$ cat config.mk
export PLATFORM = sky130hd
export DESIGN_NAME = seq_divider
export DESIGN_NICKNAME = d
export VERILOG_FILES = /design/src/rtl/seq_divider_pkg.sv /design/src/rtl/seq_divider_div_step.sv /design/src/rtl/seq_divider.sv
export SDC_FILE = /design/constraint.sdc
export NUM_CORES = 1
export LEC_CHECK = 0
export ABC_AREA = 1
export CAP_MARGIN = 20
export CELL_PAD_IN_SITES_DETAIL_PLACEMENT = 1
export CELL_PAD_IN_SITES_GLOBAL_PLACEMENT = 1
export CORE_MARGIN = 8
export CORE_UTILIZATION = 32
export DETAILED_ROUTE_END_ITERATION = 8
export PLACE_DENSITY_LB_ADDON = 0.1
export SYNTH_ARGS = -nofsm -noshare
export SYNTH_HDL_FRONTEND = slang
export SYNTH_SLANG_ARGS = --single-unit
export TNS_END_PERCENT = 1
$ cat constraint.sdc
create_clock -name clk -period 6.1 [get_ports clk]
set_clock_uncertainty 0.2 [all_clocks]
set_input_delay 1.22 -clock clk [delete_from_list [all_inputs] [get_ports clk]]
set_output_delay 1.22 -clock clk [all_outputs]
set_load 0.01 [all_outputs]
$ cat src/rtl/seq_divider_pkg.sv
`default_nettype none
// +-----------------------------------------------------------------+
// | seq_divider_pkg : shared state encoding and latency constants   |
// | Revision 1.0                                                    |
// +-----------------------------------------------------------------+
package seq_divider_pkg;

    localparam int DIV_WIDTH   = 32;
    localparam int DIV_LATENCY = DIV_WIDTH + 2;

    typedef enum logic [1:0] {
        IDLE = 2'd0,
        CALC = 2'd1,
        FIX  = 2'd2,
        DONE = 2'd3
    } div_state_e;

endpackage
`default_nettype wire

$ cat src/rtl/seq_divider_div_step.sv
`default_nettype none
// +-----------------------------------------------------------------+
// | div_step : one restoring-division iteration (shift, trial sub)  |
// | Revision 1.0                                                    |
// +-----------------------------------------------------------------+
module div_step
    import seq_divider_pkg::*;
#(
    parameter int WIDTH = DIV_WIDTH
) (
    input  logic [WIDTH:0]   rem_in,
    input  logic [WIDTH-1:0] divisor,
    input  logic             bit_in,
    output logic [WIDTH:0]   rem_out,
    output logic             q_bit
);

    logic [WIDTH+1:0] w_shifted;

    assign w_shifted = {rem_in, bit_in};
    assign q_bit     = (w_shifted >= {2'b00, divisor});
    assign rem_out   = q_bit ? (w_shifted[WIDTH:0] - {1'b0, divisor})
                             : w_shifted[WIDTH:0];

endmodule
`default_nettype wire

$ cat src/rtl/seq_divider.sv
`default_nettype none
// +-----------------------------------------------------------------+
// | seq_divider : multi-cycle radix-2 restoring divider (RV32M)     |
// | Revision 1.0                                                    |
// +-----------------------------------------------------------------+
module seq_divider
    import seq_divider_pkg::*;
#(
    parameter int WIDTH = DIV_WIDTH
) (
    input  logic             clk,
    input  logic             rst,
    input  logic             enable,
    input  logic             is_signed,
    input  logic [WIDTH-1:0] s,
    input  logic [WIDTH-1:0] t,
    output logic             completed,
    output logic [WIDTH-1:0] q,
    output logic [WIDTH-1:0] r,
    output logic             busy
);

    localparam int c_cnt_w = (WIDTH > 1) ? $clog2(WIDTH) : 1;
    localparam logic [WIDTH-1:0] c_min_neg = {1'b1, {(WIDTH-1){1'b0}}};

    div_state_e         r_state, w_next;
    logic [c_cnt_w-1:0] r_count;
    logic               r_sign_s, r_sign_t;
    logic [WIDTH-1:0]   r_dividend, r_divisor, r_quo;
    logic [WIDTH:0]     r_rem, w_rem_next;
    logic               w_q_bit;
    logic               r_completed;
    logic [WIDTH-1:0]   r_q, r_r;

    logic               w_sign_s, w_sign_t, w_div_zero, w_overflow;
    logic [WIDTH-1:0]   w_abs_s, w_abs_t;

    assign w_sign_s   = is_signed & s[WIDTH-1];
    assign w_sign_t   = is_signed & t[WIDTH-1];
    assign w_abs_s    = w_sign_s ? -s : s;
    assign w_abs_t    = w_sign_t ? -t : t;
    assign w_div_zero = (t == '0);
    assign w_overflow = is_signed && (s == c_min_neg) && (t == '1);

    div_step #(.WIDTH(WIDTH)) u_step (
        .rem_in  (r_rem),
        .divisor (r_divisor),
        .bit_in  (r_dividend[WIDTH-1]),
        .rem_out (w_rem_next),
        .q_bit   (w_q_bit)
    );

    always_comb begin
        w_next = r_state;
        case (r_state)
            IDLE: if (enable) w_next = (w_div_zero || w_overflow) ? DONE : CALC;
            CALC: if (r_count == '0) w_next = FIX;
            FIX:  w_next = DONE;
            DONE: w_next = IDLE;
            default: w_next = IDLE;
        endcase
    end

    always_ff @(posedge clk) begin
        if (rst) r_state <= IDLE;
        else     r_state <= w_next;
    end

    always_ff @(posedge clk) begin
        if (rst) begin
            r_count     <= '0;
            r_sign_s    <= 1'b0;
            r_sign_t    <= 1'b0;
            r_dividend  <= '0;
            r_divisor   <= '0;
            r_quo       <= '0;
            r_rem       <= '0;
            r_completed <= 1'b0;
            r_q         <= '0;
            r_r         <= '0;
        end else begin
            r_completed <= (w_next == DONE);
            case (r_state)
                IDLE: if (enable) begin
                    r_sign_s   <= w_sign_s;
                    r_sign_t   <= w_sign_t;
                    r_dividend <= w_abs_s;
                    r_divisor  <= w_abs_t;
                    r_rem      <= '0;
                    r_quo      <= '0;
                    r_count    <= c_cnt_w'(WIDTH - 1);
                    // Special cases bypass iteration and publish results immediately
                    if (w_div_zero) begin
                        r_q <= '1;
                        r_r <= s;
                    end else if (w_overflow) begin
                        r_q <= c_min_neg;
                        r_r <= '0;
                    end
                end
                CALC: begin
                    r_rem      <= w_rem_next;
                    r_quo      <= {r_quo[WIDTH-2:0], w_q_bit};
                    r_dividend <= r_dividend << 1;
                    if (r_count != '0) r_count <= r_count - 1'b1;
                end
                FIX: begin
                    r_q <= (r_sign_s ^ r_sign_t) ? -r_quo : r_quo;
                    r_r <= r_sign_s ? -r_rem[WIDTH-1:0] : r_rem[WIDTH-1:0];
                end
                default: ;
            endcase
        end
    end

    assign completed = r_completed;
    assign q         = r_q;
    assign r         = r_r;
    assign busy      = (r_state != IDLE);

endmodule
`default_nettype wire
; ---- After elaboration in Yosys (flattened, before gate mapping)
; Index checks and enable logic that the tools add are counted.
[word_totals]
word_cells = 70
ramBits = 0
rom_bits = 0
reg_bits = 203
inputBits = 68
latch_bits = 0
out_inout_bits = 66
n_memories = 0
[classes]
magnitude_cmp = 1
n_mul = 0
reduce_logical = 14
div = 0
add_sub_neg = 6
eq_ne = 9
n_bitwise = 3
shifts = 0
n_mux = 26
[op_table]
columns = cell, n
row1 = 32-bit 2-to-1 mux, 12
row2 = 32-bit case mux with 2 select lines, 4
row3 = 32-bit negator, 4
row4 = 33-bit 2-to-1 mux, 2
row5 = 33-bit case mux with 2 select lines, 1
row6 = 32-bit equality test (second input constant), 2
row7 = 34-bit by 32-bit >= comparator with 1-bit output, 1
row8 = 33-bit by 32-bit subtractor with 33-bit output, 1
row9 = 32-bit zero test, 1
row10 = 5-bit 2-to-1 mux, 2
row11 = 5-bit case mux with 2 select lines, 1
row12 = 2-bit case mux with 4 select lines, 1
row13 = 2-bit equality test (second input constant), 3
row14 = 2-bit 2-to-1 mux, 3
row15 = 3-bit AND reduction, 2
row16 = 2-bit nonzero test, 3
row17 = 5-bit zero test, 1
row18 = 5-bit nonzero test, 1
row19 = 5-bit by 1-bit subtractor with 5-bit output (second input constant), 1
row20 = 2-bit != test (second input constant), 2
row21 = 2-bit AND reduction, 2
row22 = 3-bit != test (second input constant), 1
row23 = 1-bit AND, 2
row24 = 2-bit by 1-bit equality test with 1-bit output (second input constant), 1
row25 = other kinds (4), 5

; ---- Depth between registers and ports, before layout
; Gate-level depths: netlist of run 1.
[logic_depth]
word_depth = 8
depth_mapped = 16
depth_no_buf = 16

; ---- Cells and area by module
; From an unflattened synthesis of run 1, not the netlist that was laid out.
[hier_totals]
hier_cells = 2733
hier_area_um2 = 15643.8
[by_module_without_submodules]
columns = mod, area_per_inst_um2, instances, cells_each
row1 = seq_divider, 12365.6, 1, 2034
row2 = div_step, 3278.1, 1, 699

; ---- Worst setup path after synthesis of run 1
; No wires, ideal clock.
[synth_timing]
kind = input to register
startpoint = in s[1]
endpoint = reg r_r[19], in the netlist r[19]
required_time_ns = 5.783
arrival_time_ns = 2.652
cell_stages = 14
n_path_buf = 1
path_slack_ns = 3.131
cell_sequence = inv_1 ha_1 nand3_1 nor2_2 nand3b_1 nor2_1 nand3_1 nand3_2 nand2_2 inv_4 buf_4 o21ai_1 nor2_1 nor2_1
[synth_via]
elab_chain_cells = 5
[synth_rtl]
columns = item, line
row1 = "start, declared", seq_divider.sv:15  ; input logic [WIDTH-1:0] s,
row2 = 32-bit equality test, seq_divider.sv:43  ; assign w_overflow = is_signed && (s == c_min_neg) && (t == '1);
row3 = 1-bit logical AND (2 in series), seq_divider.sv:43
row4 = 3-bit != test (no source line), n/a
row5 = 3-bit AND reduction (no source line), n/a
row6 = "end signal, assigned", seq_divider.sv:95  ; r_r <= s;
row7 = "end signal, assigned", seq_divider.sv:109  ; r_r <= r_sign_s ? -r_rem[WIDTH-1:0] : r_rem[WIDTH-1:0];
row8 = "end, declared", seq_divider.sv:33  ; logic [WIDTH-1:0] r_q, r_r;
; No other way between the ends.
; A chain may end at the register's enable or synchronous reset.

; ---- Worst setup path after layout of run 1
[layout_timing]
startpoint = in t[1]
endpoint = reg r_q[6], in the netlist q[6]
[layout_via]
elab_chain_cells = 4
[layout_rtl]
columns = item, line
row1 = "start, declared", seq_divider.sv:16  ; input logic [WIDTH-1:0] t,
row2 = 32-bit equality test / 32-bit zero test (equally long branches), "seq_divider.sv:43, seq_divider.sv:42"
row3 = 1-bit logical AND / 32-bit 2-to-1 mux (equally long branches), "seq_divider.sv:43, seq_divider.sv:93"
row4 = 3-bit != test (no source line) / 32-bit 2-to-1 mux (equally long branches), n/a
row5 = 3-bit AND reduction (no source line) / 32-bit case mux with 2 select lines (equally long branches), n/a
row6 = "end signal, assigned", seq_divider.sv:97  ; r_q <= c_min_neg;
row7 = "end signal, assigned", seq_divider.sv:108  ; r_q <= (r_sign_s ^ r_sign_t) ? -r_quo : r_quo;
row8 = "end, declared", seq_divider.sv:33
; Several ways; a longest one is shown, not always the timed one. The select of a mux whose other input is x is not followed.

==> metrics, run 1 <==
CTS sink cnt between 200 and 250; max-cap violations 0; synth unique cells between 40 and 50; Post-DP HPWL approximately 45000 um; drt wl/cell approximately 19 um; RSZ-0062 raised after global routing no; Seq/Total Area, Yosys about 28%; synth top area cells dfxtp_1 (28%), nand2_1 (17%), nor2_1 (8.1%); grt ovf 0; max frequency roughly 0.24 GHz; clock slew at reported path FFs around 0.060 ns; final instance area approximately 17000 um^2; top cells by count, synth nand2_1 (656), nor2_1 (318), inv_1 (301), nand3_1 (218), dfxtp_1 (203); clk root buf clkbuf_16; Critical Path AT ~4.5 ns; Synth top area share 27.6%; Post-synth ARST share 0%; CP startpoint kind input port; run status finished, final reports clean; I/O pin cnt around 130; Clock Tree Buf Depth 3; via/cell ratio approximately 5.1; Avg Cell Area, Syn 5.97 um^2; Placed Area between 15000 and 20000 um^2; worst skew pair latency 0.56 ns; Worst-Margin Slew approximately 1.0 ns; initial antenna violation count 0; GRT Total Usage about 22%; H-tree depth 1; Yosys warning total 0; die area roughly 53000 um^2; drt total wl 58700 um; largest net degree at the start of global routing between 80 and 90; Post-CTS Setup Inserts 0; fin. max-slew vios 0; nets about 2.6k; CTS tree yes; Post-Syn Nets roughly 2.6k; Max VDD drop between 0.0003 and 0.0004 V; first-pass GRT wire length about 93000 um; die width 231 um; post-synthesis register bit count approximately 200; Fin Setup TNS 0 ns; Antenna Nets Post-Route 0; fin crit share 69.8%; drt drc 0; type of the tightest min-delay check reg2reg; setup violators final 0; PostCTS Resize Cnt 0; die height roughly 230 um; count leader, synth nand2_1; First DRT Iteration DRCs 885; WP data required between 6 and 7 ns; CP Class in2reg; first drt pass iteration count 7; TritonCTS buffer count 27; row count 78; pwr/cell area 618 nW/um^2; ant diodes 0; minimum clock period between 4 and 5 ns; CP Capture Type flip-flop; crit path max fanout a little over 80; Placer Congestion 0.860; hold_buf cts 0; EDFF count, synth 0; Top FF cell, synth dfxtp_1; core region area between 40000 and 50000 um^2; via count 16.2k; synthesis-to-layout area growth 17.6%; Fin. Hold Viols 0; Fillers around 6.0k; cell area after synthesis between 10000 and 15000 um^2; Initial Utilization between 30% and 40%; vias in the first global route roughly 17k; leakage power ~7.8 nW; worst rel slew slack between 30% and 40%; Port Buffers 133; Post-Synthesis Cells about 2.5k; share of layout cells above drive strength 1 5.67%; Synth area leader dfxtp_1
[sequential cells by signal, indices dropped and copies added (netlist names)]
register and count:
r_state 2, r_divisor 32, r 32, completed 1
q 32, r_rem 33, r_count 5, r_sign_t 1
r_quo 32, r_sign_s 1, r_dividend 32
[cells in the final DEF (no fill, tap or decap), types with 26 or more instances in the layout]
| cell | instances |
|---|---|
| ha_1 | 38 |
| clkdlybuf4s50_1 | 132 |
| xor2_1 | 34 |
| o21ai_0 | 141 |
| nor2_2 | 41 |
| a21oi_1 | 172 |
| nand2_1 | 656 |
| nor2_1 | 316 |
| inv_1 | 300 |
| nand3_1 | 218 |
| dfxtp_1 | 203 |
| nand4_1 | 26 |
| o21ai_1 | 28 |
| clkbuf_16 | 27 |
| nor3_1 | 30 |
[final timing paths]
path / from / end / slack, ns / depth (start not counted)
worst min register to register: r_dividend[0] / r_dividend[0] / 0.27 / 2
worst min-delay path: r_dividend[0] / r_dividend[0] / 0.27 / 2
worst max-delay path: t[1] / q[6] / 1.84 / 13
worst max register to register: r_dividend[31] / r_rem[14] / 2.58 / 13
[layout make-up]
type / instances / area (um^2) / area share, %
multi-input combinational: 1843 / 8970 / 51.7
clock inverter: 11 / 173 / 0.996
tap: 600 / 751 / 4.33
inverter: 318 / 1200 / 6.90
timing repair buffer: 143 / 1420 / 8.17
sequential: 203 / 4060 / 23.4
clock buffer: 38 / 767 / 4.42
[report_power, final]
| part | leakage, nW | internal [mW] | switching, mW | total (mW) |
|---|---|---|---|---|
| Combinational | 5.70 | 2.29 | 4.87 | 7.16 |
| Sequential | 1.66 | 1.57 | 0.297 | 1.87 |
| Clock | 0.458 | 1.05 | 0.646 | 1.69 |
| Total | 7.81 | 4.91 | 5.81 | 10.7 |
[critical path, cell delays in order]
cell	delay, ns
clkdlybuf4s50_1	0.44
inv_1	0.10
ha_1	0.21
nand3_2	0.15
nor2_4	0.15
nand2_1	0.08
nand3b_1	0.28
nand3_2	0.16
nand2_2	0.30
inv_4	0.76
nand2_8	0.33
nor2_2	0.19
nor2_1	0.06
[routing by layer]
metal  share of wire, %  up-vias  track usage (%)
li1                   -     8036                -
met1                 47     7746             28.6
met2                 46      312             36.0
met3                4.4       89             3.10
met4                2.9        0             6.37
met5                  0        -                0
[through the flow]
step / power, mW / setup slack [ns] / util (%) / hold slack [ns] / instances
after floorplan: 6.95 / 3.13 / - / 0.240 / 2469
after global routing: 11.8 / 1.60 / 38.2 / 0.303 / 3156
final: 10.7 / 1.84 / 38.2 / 0.271 / 3156
after CTS: 10.8 / 1.86 / 38.2 / 0.278 / 3156
after global placement: 8.87 / 1.42 / 36.1 / 0.254 / 3107
after detailed placement: 9.01 / 1.31 / 36.1 / 0.269 / 3107
[cells by family after synthesis]
kind of cell	count (synthesis)	share of synthesized area (%)
buf+inv	423	11.6
xor+xnor	55	3.27
compound gates	403	14.6
flops	203	27.6
simple gates	1346	39.5
fa+ha+maj	39	3.36
Note: power is estimated with default switching activity, not from simulation.
==> run 2: changes to the inputs <==
clock period = 3.43 ns   (was 6.1 ns; I/O delays follow)
==> run 2 against run 1 <==
  * Global-route usage barely moved
  * Sequential share of layout area fell by 0.48 points
  * Cell count rose by 1.4%
  * First-iteration DRC count fell by 16%
  * Design area rose by 2.1%
  * Routed wire length rose by 1.2%
  * Via count rose by 0.72%
  * Flip-flop and latch count did not move
  * Count of clock-buffer cells in the layout rose by 1
  * Setup slack got worse by 1.5 ns
  * Critical path type is now reg2reg
==> metrics, run 2 (same netlist as run 1, synthesis figures left out) <==
run status finished, final reports clean; largest net degree at the start of global routing 60; type of the tightest min-delay check reg2reg; Port Buffers approximately 130; HP Start r_dividend[0]; row count 78; drt drc 0; Antenna Nets Post-Route 0; worst hold endpoint r_dividend[0]; worst skew pair latency around 0.55 ns; Clock Tree Buf Depth 3; CTS tree yes; fin crit share 89.9%; grt ovf 0; Multi-input gate area about 9000 um^2; nets ~2.7k; First DRT Iteration DRCs around 740; initial antenna violation count 0; CP Capture Type flip-flop; max-cap violations 0; clock slew at reported path FFs roughly 0.06 ns; post-layout util 39.0%; hold_buf cts 0; final instance area about 18000 um^2; TritonCTS buffer count 27; commonest non-fill, non-tap cell in the layout nand2_1; Initial Utilization around a third; Fin Setup TNS 0 ns; Register Area ~4100 um^2; die width 231 um; WP data required 3.69 ns; Post-CTS Setup Inserts 0; first drt pass iteration count 5; setup violators final 0; Hold Crit Depth 2; Placed Area around 17000 um^2; Max VDD drop around 0.00052 V; CP startpoint kind flip-flop; synthesis-to-layout area growth 20.1%; Worst-Margin Slew between 0.8 and 0.9 ns; minimum clock period 3.08 ns; H-tree depth 1; CTS sink cnt between 200 and 250; worst rel slew slack between 40% and 50%; r2r startpoint r_rem[24]; GRT Total Usage 21.6%; clk root buf clkbuf_16; core region area ~45000 um^2; fin. max-slew vios 0; first-pass GRT wire length about 93000 um; via/cell ratio 5.09; vias in the first global route between 15k and 20k; share of layout cells above drive strength 1 under 10%; Placer Congestion roughly 0.87; max reg flops 33; Fin. Hold Viols 0; max frequency 0.324 GHz; die area between 50000 and 60000 um^2; crit path max fanout 34; Critical Path AT between 3 and 4 ns; die height 231 um; via count 16.3k; I/O pin cnt roughly 130; ant diodes 0; leakage power between 8 and 9 nW; pwr/cell area around 1100 nW/um^2; drt wl/cell about 19 um; r2r worst-path depth 14; CP Class reg2reg; most frequent cells in the layout nand2_1 (656), nor2_1 (316), inv_1 (300); Reg with most FFs r_rem; PostCTS Resize Cnt 0; r2r setup slk around 0.35 ns; drt total wl roughly 60000 um; r2r endpoint r_rem[30]; RSZ-0062 raised after global routing no; Post-DP HPWL about 46000 um; Fillers 6070
==> run 2: worst max path at each step <==
stage	from	to
2_1_floorplan	s[1]	r[19]
3_3_place_gp	s[0]	q[26]
3_5_place_dp	s[0]	q[29]
4_1_cts	r_rem[24]	r_rem[30]
5_1_grt	r_rem[24]	r_rem[31]
6_report	r_rem[24]	r_rem[30]
==> run 2: power by group <==
| group | internal, mW | switching (mW) |
|---|---|---|
| sequential | 2.80 | 0.469 |
| combinational | 4.19 | 8.84 |
| clock | 1.86 | 1.14 |
| total | 8.85 | 10.4 |
==> run 2: cell type report <==
class / count / area share (%)
clock buffer: 39 / 4.58
multi-input combinational: 1844 / 50.7
tap: 600 / 4.24
timing repair buffer: 187 / 10.0
inverter: 318 / 6.76
clock inverter: 9 / 0.735
sequential: 203 / 23.0
==> run 2: worst max-delay path: stages (launching register included) <==
cell and delay, ns:
dfxtp_1 0.51, ha_1 0.36, nand2_1 0.15, inv_1 0.05, nand2_1 0.06, nand2_1 0.07
inv_1 0.06, nand2_1 0.08, nand2_1 0.08, nand3_2 0.15, nor2_4 0.47, nand2_4 0.33
nand2_1 0.18, nand3_1 0.08, a21oi_1 0.15
==> run 2: per-layer routing <==
metal	GRT usage (%)	wire [um]	vias up
li1	-	-	8144
met1	28.6	28500	7791
met2	36.4	27100	278
met3	2.69	2070	87
met4	6.28	1730	0
met5	0	0	-
==> run 2: through the flow <==
step                      setup WS [ns]  power [mW]  std cells  hold slack (ns)
after floorplan                   0.995        12.4       2469            0.240
after global placement           -0.138        15.9       3151            0.255
after detailed placement         -0.216        16.2       3151            0.262
after CTS                         0.142        19.3       3199            0.271
after global routing             0.0741        21.1       3200            0.294
final                             0.347        19.3       3200            0.268
